**config.mk**
```make
export PLATFORM = sky130hd
export DESIGN_NAME = aes128_cbc_dec_feeder
export DESIGN_NICKNAME = d
export VERILOG_FILES = /design/src/rtl/aes128_pkg.sv /design/src/rtl/aes128_word_serializer.sv /design/src/rtl/aes128_cbc_dec_feeder.sv
export SDC_FILE = /design/constraint.sdc
export NUM_CORES = 1
export LEC_CHECK = 0
export BUFFER_PORTS_ARGS = -buffer_cell sky130_fd_sc_hd__buf_4
export CAP_MARGIN = 20
export CELL_PAD_IN_SITES_DETAIL_PLACEMENT = 0
export CELL_PAD_IN_SITES_GLOBAL_PLACEMENT = 2
export CORE_MARGIN = 10
export CORE_UTILIZATION = 32
export DETAILED_ROUTE_END_ITERATION = 16
export PLACE_DENSITY = 0.91
export REMOVE_ABC_BUFFERS = 1
export SLEW_MARGIN = 30
export SYNTH_ARGS = -nofsm -noshare
export SYNTH_HDL_FRONTEND = slang
export SYNTH_SLANG_ARGS = --single-unit
```
**constraint.sdc**
```tcl
create_clock -name clk -period 3.4 [get_ports clk]
set_clock_uncertainty 0.05 [all_clocks]
set_input_delay 0.34 -clock clk [delete_from_list [all_inputs] [get_ports clk]]
set_output_delay 0.34 -clock clk [all_outputs]
set_load 0.05 [all_outputs]
```
**src/rtl/aes128_pkg.sv**
```systemverilog
// aes128_pkg: shared types and constants for the AES-128 CBC decrypt feeder.
//   feeder_state_e    : feeder FSM states (IDLE/COLLECT/WAIT/EMIT)
//   AES_BLK_W         : AES block width in bits
//   AES_WORD_W        : stream word width in bits
//   AES_WORDS_PER_BLK : stream words per AES block
package aes128_pkg;

  localparam int unsigned AES_BLK_W         = 128;
  localparam int unsigned AES_WORD_W        = 32;
  localparam int unsigned AES_WORDS_PER_BLK = 4;

  typedef enum logic [1:0] {
    IDLE    = 2'd0,
    COLLECT = 2'd1,
    WAIT    = 2'd2,
    EMIT    = 2'd3
  } feeder_state_e;

endpackage

```
**src/rtl/aes128_word_serializer.sv**
```systemverilog
// aes128_word_serializer: holds one decrypted 128-bit block and streams it
// out as four 32-bit words (word 0 first) with a valid/ready handshake.
// Ports:
//   clk, reset : clock, synchronous active-high reset
//   i_load     : capture i_block and start emitting
//   i_block    : block to emit; bits [31:0] go out first
//   i_last     : block is the last of the message (marks word 3)
//   i_ready    : downstream ready
//   o_valid    : word valid
//   o_data     : current word
//   o_last     : last word of message
//   o_done     : final word of the block accepted this cycle
module aes128_word_serializer
  import aes128_pkg::*;
(
  input  logic                  clk,
  input  logic                  reset,
  input  logic                  i_load,
  input  logic [AES_BLK_W-1:0]  i_block,
  input  logic                  i_last,
  input  logic                  i_ready,
  output logic                  o_valid,
  output logic [AES_WORD_W-1:0] o_data,
  output logic                  o_last,
  output logic                  o_done
);

  logic [AES_WORDS_PER_BLK-1:0][AES_WORD_W-1:0] r_buf;
  logic [1:0]                                   r_ecnt;
  logic                                         r_valid;
  logic                                         w_beat;

  assign w_beat  = r_valid && i_ready;
  assign o_done  = w_beat && (r_ecnt == 2'd3);
  assign o_valid = r_valid;
  assign o_data  = r_buf[r_ecnt];
  assign o_last  = r_valid && i_last && (r_ecnt == 2'd3);

  always_ff @(posedge clk) begin
    if (reset) begin
      r_buf   <= '0;
      r_ecnt  <= '0;
      r_valid <= 1'b0;
    end else if (i_load) begin
      r_buf   <= i_block;
      r_ecnt  <= '0;
      r_valid <= 1'b1;
    end else if (w_beat) begin
      r_ecnt <= r_ecnt + 2'd1;
      if (r_ecnt == 2'd3) r_valid <= 1'b0;
    end
  end

endmodule

```
**src/rtl/aes128_cbc_dec_feeder.sv**
```systemverilog
// aes128_cbc_dec_feeder: stream adapter around a fixed-latency AES-128 CBC
// decryptor core. Packs 32-bit ciphertext words into blocks, drives the core,
// waits DEC_LATENCY cycles, then streams the plaintext out 32 bits at a time.
// CBC chaining: vector for block n is ciphertext block n-1; block 0 uses IV.
// Optional build macro AES_CBC_FEEDER_BLKCNT_EN adds a 16-bit blk_count output
// counting emitted blocks (cleared by reset and by an accepted iv_load).
// Ports:
//   clk, reset               : clock, synchronous active-high reset
//   iv_load, iv_in           : latch IV (accepted only in IDLE)
//   s_valid/s_ready/s_data/s_last : ciphertext word stream in
//   cipher_text_0..3, vector_0..3 : to core
//   plain_0..3               : from core decrypted_plain_text_0..3
//   m_valid/m_ready/m_data/m_last : plaintext word stream out
//   err                      : sticky framing error (s_last mid-block)
module aes128_cbc_dec_feeder
  import aes128_pkg::*;
#(
  parameter int unsigned DEC_LATENCY = 20
) (
  input  logic                  clk,
  input  logic                  reset,
  input  logic                  iv_load,
  input  logic [AES_BLK_W-1:0]  iv_in,
  input  logic                  s_valid,
  output logic                  s_ready,
  input  logic [AES_WORD_W-1:0] s_data,
  input  logic                  s_last,
  output logic [AES_WORD_W-1:0] cipher_text_0,
  output logic [AES_WORD_W-1:0] cipher_text_1,
  output logic [AES_WORD_W-1:0] cipher_text_2,
  output logic [AES_WORD_W-1:0] cipher_text_3,
  output logic [AES_WORD_W-1:0] vector_0,
  output logic [AES_WORD_W-1:0] vector_1,
  output logic [AES_WORD_W-1:0] vector_2,
  output logic [AES_WORD_W-1:0] vector_3,
  input  logic [AES_WORD_W-1:0] plain_0,
  input  logic [AES_WORD_W-1:0] plain_1,
  input  logic [AES_WORD_W-1:0] plain_2,
  input  logic [AES_WORD_W-1:0] plain_3,
  output logic                  m_valid,
  input  logic                  m_ready,
  output logic [AES_WORD_W-1:0] m_data,
  output logic                  m_last,
  output logic                  err
`ifdef AES_CBC_FEEDER_BLKCNT_EN
  ,
  output logic [15:0]           blk_count
`endif
);

  feeder_state_e                                r_state, w_next;
  logic [AES_WORDS_PER_BLK-1:0][AES_WORD_W-1:0] r_ct, r_vec;
  logic [1:0]                                   r_wcnt;
  logic [7:0]                                   r_lat;
  logic                                         r_last_flag;
  logic                                         r_err;
  logic                                         w_beat, w_lat_done, w_ser_done;

  assign w_beat = s_valid && s_ready;

  assign cipher_text_0 = r_ct[0];
  assign cipher_text_1 = r_ct[1];
  assign cipher_text_2 = r_ct[2];
  assign cipher_text_3 = r_ct[3];
  assign vector_0      = r_vec[0];
  assign vector_1      = r_vec[1];
  assign vector_2      = r_vec[2];
  assign vector_3      = r_vec[3];
  assign err           = r_err;

  always_comb begin
    w_next     = r_state;
    s_ready    = 1'b0;
    w_lat_done = 1'b0;
    case (r_state)
      IDLE: if (iv_load) w_next = COLLECT;
      COLLECT: begin
        s_ready = 1'b1;
        if (w_beat) begin
          if (s_last && r_wcnt != 2'd3) w_next = IDLE;
          else if (r_wcnt == 2'd3)      w_next = WAIT;
        end
      end
      WAIT: begin
        // counter is about to reach zero: core output is valid this cycle
        if (r_lat == 8'd1) begin
          w_lat_done = 1'b1;
          w_next     = EMIT;
        end
      end
      EMIT: if (w_ser_done) w_next = r_last_flag ? IDLE : COLLECT;
      default: w_next = IDLE;
    endcase
  end

  always_ff @(posedge clk) begin
    if (reset) begin
      r_state     <= IDLE;
      r_ct        <= '0;
      r_vec       <= '0;
      r_wcnt      <= '0;
      r_lat       <= '0;
      r_last_flag <= 1'b0;
      r_err       <= 1'b0;
    end else begin
      r_state <= w_next;
      case (r_state)
        IDLE: begin
          if (iv_load) begin
            r_vec <= iv_in;
            r_err <= 1'b0;
          end
        end
        COLLECT: begin
          if (w_beat) begin
            if (s_last && r_wcnt != 2'd3) begin
              r_err  <= 1'b1;
              r_wcnt <= '0;
            end else begin
              r_ct[r_wcnt] <= s_data;
              r_wcnt       <= r_wcnt + 2'd1;
              if (r_wcnt == 2'd3) begin
                r_last_flag <= s_last;
                r_lat       <= 8'(DEC_LATENCY);
              end
            end
          end
        end
        WAIT: begin
          r_lat <= r_lat - 8'd1;
          if (w_lat_done) r_vec <= r_ct;
        end
        default: ;
      endcase
    end
  end

  aes128_word_serializer u_ser (
    .clk     (clk),
    .reset   (reset),
    .i_load  (w_lat_done),
    .i_block ({plain_3, plain_2, plain_1, plain_0}),
    .i_last  (r_last_flag),
    .i_ready (m_ready),
    .o_valid (m_valid),
    .o_data  (m_data),
    .o_last  (m_last),
    .o_done  (w_ser_done)
  );

`ifdef AES_CBC_FEEDER_BLKCNT_EN
  logic [15:0] r_blk_count;
  assign blk_count = r_blk_count;

  always_ff @(posedge clk) begin
    if (reset)                              r_blk_count <= '0;
    else if (r_state == IDLE && iv_load)    r_blk_count <= '0;
    else if (w_ser_done)                    r_blk_count <= r_blk_count + 16'd1;
  end
`endif

endmodule

```
# Yosys cells after proc, flatten, opt, wreduce, memory -nomap -nowiden
# Cells that the tools add are included.
[totals]
ff_bits = 401
latchBits = 0
ram_bits = 0
mem_bits_ro = 0
input_bits = 294
output_inout_bits = 292
memories = 0
[classes]
add_sub_neg = 3
multipliers = 0
n_div = 0
n_lt_le_gt_ge = 3
n_eq_ne = 16
shifts = 0
mux = 31
n_bitwise = 1
reduce_logical = 22
[ops]
columns = ["cell", "n"]
rows = [
  ["$mux W128", 2],
  ["$pmux W128 S2", 1],
  ["$bwmux W128", 1],
  ["$bmux W32 S2", 1],
  ["$demux W32 S2", 1],
  ["$mux W32", 2],
  ["$mux W8", 3],
  ["$pmux W8 S2", 1],
  ["$mux W2", 7],
  ["$ne A2 B2 Y1 const B", 7],
  ["$reduce_and A4 Y1", 3],
  ["$mux W1", 10],
  ["$reduce_bool A2 Y1", 5],
  ["$eq A2 B2 Y1 const B", 4],
  ["$eq A8 B1 Y1 const B", 1],
  ["$pmux W2 S4", 1],
  ["$sub A8 B1 Y8 const B", 1],
  ["$logic_and A1 B1 Y1", 7],
  ["$lt A2 B3 Y1 const B", 2],
  ["$reduce_and A3 Y1", 2],
  ["$reduce_and A5 Y1", 1],
  ["$add A2 B1 Y2 const B", 2],
  ["$ne A2 B1 Y1 const B", 2],
  ["$reduce_and A2 Y1", 2],
  ["other kinds (7)", 7],
]

# Depth between registers and ports, before layout
[logic_depth]
word_depth = 5
mapped_depth = 9

# By module
# A second synthesis with hierarchy kept.
[unflattened]
hier_cells = 2243
hier_area_um2 = 21531.9
[by_module_without_submodules]
columns = ["mod", "n_inst", "cells_per_inst", "area_per_inst_um2"]
rows = [
  ["aes128_cbc_dec_feeder", 1, 1775, 15997.8],
  ["aes128_word_serializer", 1, 468, 5534.1],
]

# Least setup slack after synthesis
# OpenSTA, ideal clock, no wires.
[synth_path]
path_kind = "flip-flop to output port"
from = "register u_ser.r_ecnt[0]"
to = "output m_data[10]"
arrival_time_ns = 1.848
path_slack_ns = 1.162
path_stages_with_launch = 4
path_buffers = 2
cell_sequence = "dfxtp_1 clkbuf_1 buf_1 mux4_2"
[synth_via]
elab_chain_cells = 2
[synth_lines]
columns = ["element", "line", "text"]
rows = [
  ["start, declared", "aes128_word_serializer.sv:29", "logic [1:0] r_ecnt;"],
  ["start signal, assigned", "aes128_word_serializer.sv:49", "r_ecnt <= r_ecnt + 2'd1;"],
  ["$bmux W32 S2", "aes128_word_serializer.sv:36", "assign o_data = r_buf[r_ecnt];"],
  ["$mux W32 (not written as such)", "aes128_word_serializer.sv:36", ""],
  ["end, declared", "aes128_cbc_dec_feeder.sv:42", "output logic [AES_WORD_W-1:0] m_data,"],
]
# Every way passes these cells. The select of a mux whose other input is x is not followed.

# Worst setup path in the final report
[layout_path]
from = "register u_ser.r_ecnt[0]"
to = "output m_data[23]"
# The elaborated chain is that of the path after synthesis.

==> impl_metrics.json <==
{
  "status": "complete, no violations",
  "rsz0062_at_grt": "no",
  "routed_via_density": 5.450,
  "dp_worst_setup_slack_ns": 0.8599,
  "drive_gt1_share_pct": 36.44,
  "worst_skew_pair.late_latency_ns": 0.59,
  "dieHeight_um": 249.2,
  "critical_path_class": "reg -> out",
  "tns_ns": 0,
  "n_fill_cell": 4732,
  "crit_buf_inv": 2,
  "place_hpwl_um": 50320,
  "cts-root-buf": "clkbuf_16",
  "core_area_mm2": 0.05161,
  "sequentialPowerShare_pct": 42.1,
  "fin_cells": 3021,
  "ys_warn_count": 0,
  "cts_max_path_buffers": 3,
  "drc": 0,
  "dp_cells": 2774,
  "final_antenna_net_count": 0,
  "start_util_pct": 32.56,
  "numPortBuffers": 585,
  "antenna_found_initial": 6,
  "synth_cell_types": 43,
  "total_power_w": 0.01170,
  "p_clk_share_pct": 43.5,
  "cp.required_ns": 3.01,
  "cp_max_fo": 22,
  "num_rows": 83,
  "pwr-share-comb_pct": 14.4,
  "grt_pass1_vias": 16540,
  "max_cap_viol_count": 0,
  "grt_pass1_wl_um": 109900,
  "cts-resized-gates": 0,
  "leakage_nw": 10.08,
  "wl_met1_um": 29720,
  "grt.overflow.total": 0,
  "syn_inst": 1690,
  "min_path_type": "in -> reg",
  "finalCriticalPeriod_ns": 2.749,
  "slew_headroom_pct": 35.04,
  "synthTopCellsByCount": "dfxtp_1, nand2_1, clkbuf_1",
  "grt_usage_pct": 22.33,
  "yosysSeqAreaShare_pct": 47.76,
  "tightest_slew_ns": 0.9744,
  "synth_seq_cells": 401,
  "final-setup-viol-count": 0,
  "die_x_um": 249.2,
  "largest_register_ffs": 128,
  "crit_family": "flip-flops",
  "grt_max_degree": 175,
  "p_switching_w": 0.003130,
  "finalCritPeriodShare_pct": 80.84,
  "cts.sinks": 401,
  "fin_nets": 2604,
  "worst_slack_ns": 0.6515,
  "p_int_w": 0.008575,
  "crit_path_cell_trace": "buf_12 -> mux4_2 -> buf_4",
  "vias": 16460,
  "dieArea_mm2": 0.06209,
  "ios": 586,
  "start_kind": "register",
  "finalHoldViolCount": 0,
  "dr_wl_met3_um": 6274,
  "cpPeakStageDelay_ns": 0.66,
  "yosysTopAreaCellShare_pct": 47.76,
  "met2_length_um": 36110,
  "routabilityCongestion": 0.8112,
  "synth_edf_count": 0,
  "yosysMostFrequentCell": "dfxtp_1",
  "crit_arrival_ns": 2.36,
  "power.density_mw_per_mm2": 471.4,
  "syn_to_final_growth_pct": 47.74,
  "drv_slew": 0,
  "dr.pass1.iters": 4,
  "yosys_most_used_dff": "dfxtp_1",
  "yosysTopAreaCell": "dfxtp_1",
  "max_freq_ghz": 0.3638,
  "cts_made_buffers": 46,
  "post_drt_wl_per_cell_um": 24.46,
  "ys_top_cells_by_area": "dfxtp_1, o221a_2, mux2i_1, o31ai_1, o21a_1",
  "ir_worst_vdd_uv": 310.5,
  "syn_area_per_cell_um2": 9.945,
  "drtIter0Drc": 1373,
  "clk_pin_slew_ns": 0.06,
  "switching_share_pct": 26.74,
  "synth_area_mm2": 0.01681,
  "async_flop_share_pct": 0,
  "cp_slowest_cell": "dfxtp_2",
  "dr.max_layer_used": "met5",
  "routed_wl_um": 73880,
  "cts.htree.levels": 2,
  "cp-end-kind": "primary output",
  "cts_tree": "done",
  "top_register": "u_ser.r_buf"
}
[worst reg2reg max path: cells and delay by family, from the launching register on]
kind,cells,cell delay [ns]
AO/OA/AOI/OAI,1,0.54
buffers and inverters,1,0.40
flip-flops,1,0.38
AND/OR/NAND/NOR,2,1.14
[power groups by stage]
stage,combinational (W),sequential (W),clock [W]
2_1_floorplan,0.000365,0.00548,0
3_3_place_gp,0.00153,0.00502,0
3_5_place_dp,0.00154,0.00503,0
4_1_cts,0.00170,0.00492,0.00520
5_1_grt,0.00177,0.00494,0.00535
6_report,0.00169,0.00492,0.00509
[cells in the final DEF, fill, tap and decap left out, drive strengths merged, types with 5 or more instances in the layout]
master,count
o31ai,131
clkbuf,71
buf,611
a21oi,169
nand4,129
nand3,8
o221a,127
nand2,202
ha,7
dfxtp,401
inv,8
mux2i,99
o21a,127
dlygate4sd3,161
mux4,32
clkinv,5
[final cells by class]
class | instances | area, um2 | share of cell area (%)
diodes | 3 | 7.507 | 0.03023
clock buffers | 71 | 1336 | 5.381
clock inverters | 12 | 185.2 | 0.7457
inverters | 6 | 30.03 | 0.1209
multi-input cells | 1076 | 8001 | 32.22
flip-flops and latches | 401 | 8030 | 32.34
well taps | 680 | 850.8 | 3.426
repair buffers | 772 | 6390 | 25.73
[metal layers]
metal  up-vias  global-route usage (%)
li1       7668                       -
met5         -                       0
met1      8077                   26.95
met2       626                   37.77
met3        86                   6.962
met4         6                   5.748
[cell families (layout without fill, tap and decap cells)]
| group | count (synthesis) | after routing | synth area share [%] |
|---|---|---|---|
| muxes | 131 | 131 | 10.18 |
| adders and majority gates | 7 | 7 | 0.5211 |
| xor gates and xnor gates | 2 | 2 | 0.1042 |
| AOI/OAI and AO/OA | 565 | 565 | 25.52 |
| other | 0 | 3 | 0 |
| buffers and inverters | 213 | 861 | 5.070 |
| and+or+nand+nor | 371 | 371 | 10.84 |
| DFF | 401 | 401 | 47.76 |
[worst paths after layout]
path / cells after the start / start / slack (ns) / to
setup / recovery: 3 / u_ser.r_ecnt[0]$_SDFFE_PP0P_ / 0.65 / m_data[23]
hold / removal: 3 / iv_in[81] / 0.07 / vector_2[17]$_SDFFE_PP0P_
setup reg to reg: 4 / r_lat[2]$_SDFFE_PP0P_ / 0.78 / vector_0[3]$_SDFFE_PP0P_
hold reg to reg: 2 / u_ser.r_buf[87]$_SDFFE_PP0P_ / 0.42 / u_ser.r_buf[87]$_SDFFE_PP0P_
[stage by stage]
step | instance area (um2) | utilization, % | hold WS, ns
floorplan | 15980 | - | 0.3591
global placement | 21690 | 42.03 | 0.3957
detailed placement | 21690 | 42.03 | 0.3974
CTS | 24820 | 48.10 | 0.03293
global route | 24830 | 48.11 | 0.06062
finish | 24830 | 48.11 | 0.07132
[timing repair]
item	CTS	global route
hold buffers	161	0
endpoints found under the hold margin	184	0
buffers inserted	0	0
No activity file was read; power rests on OpenSTA's default activity.
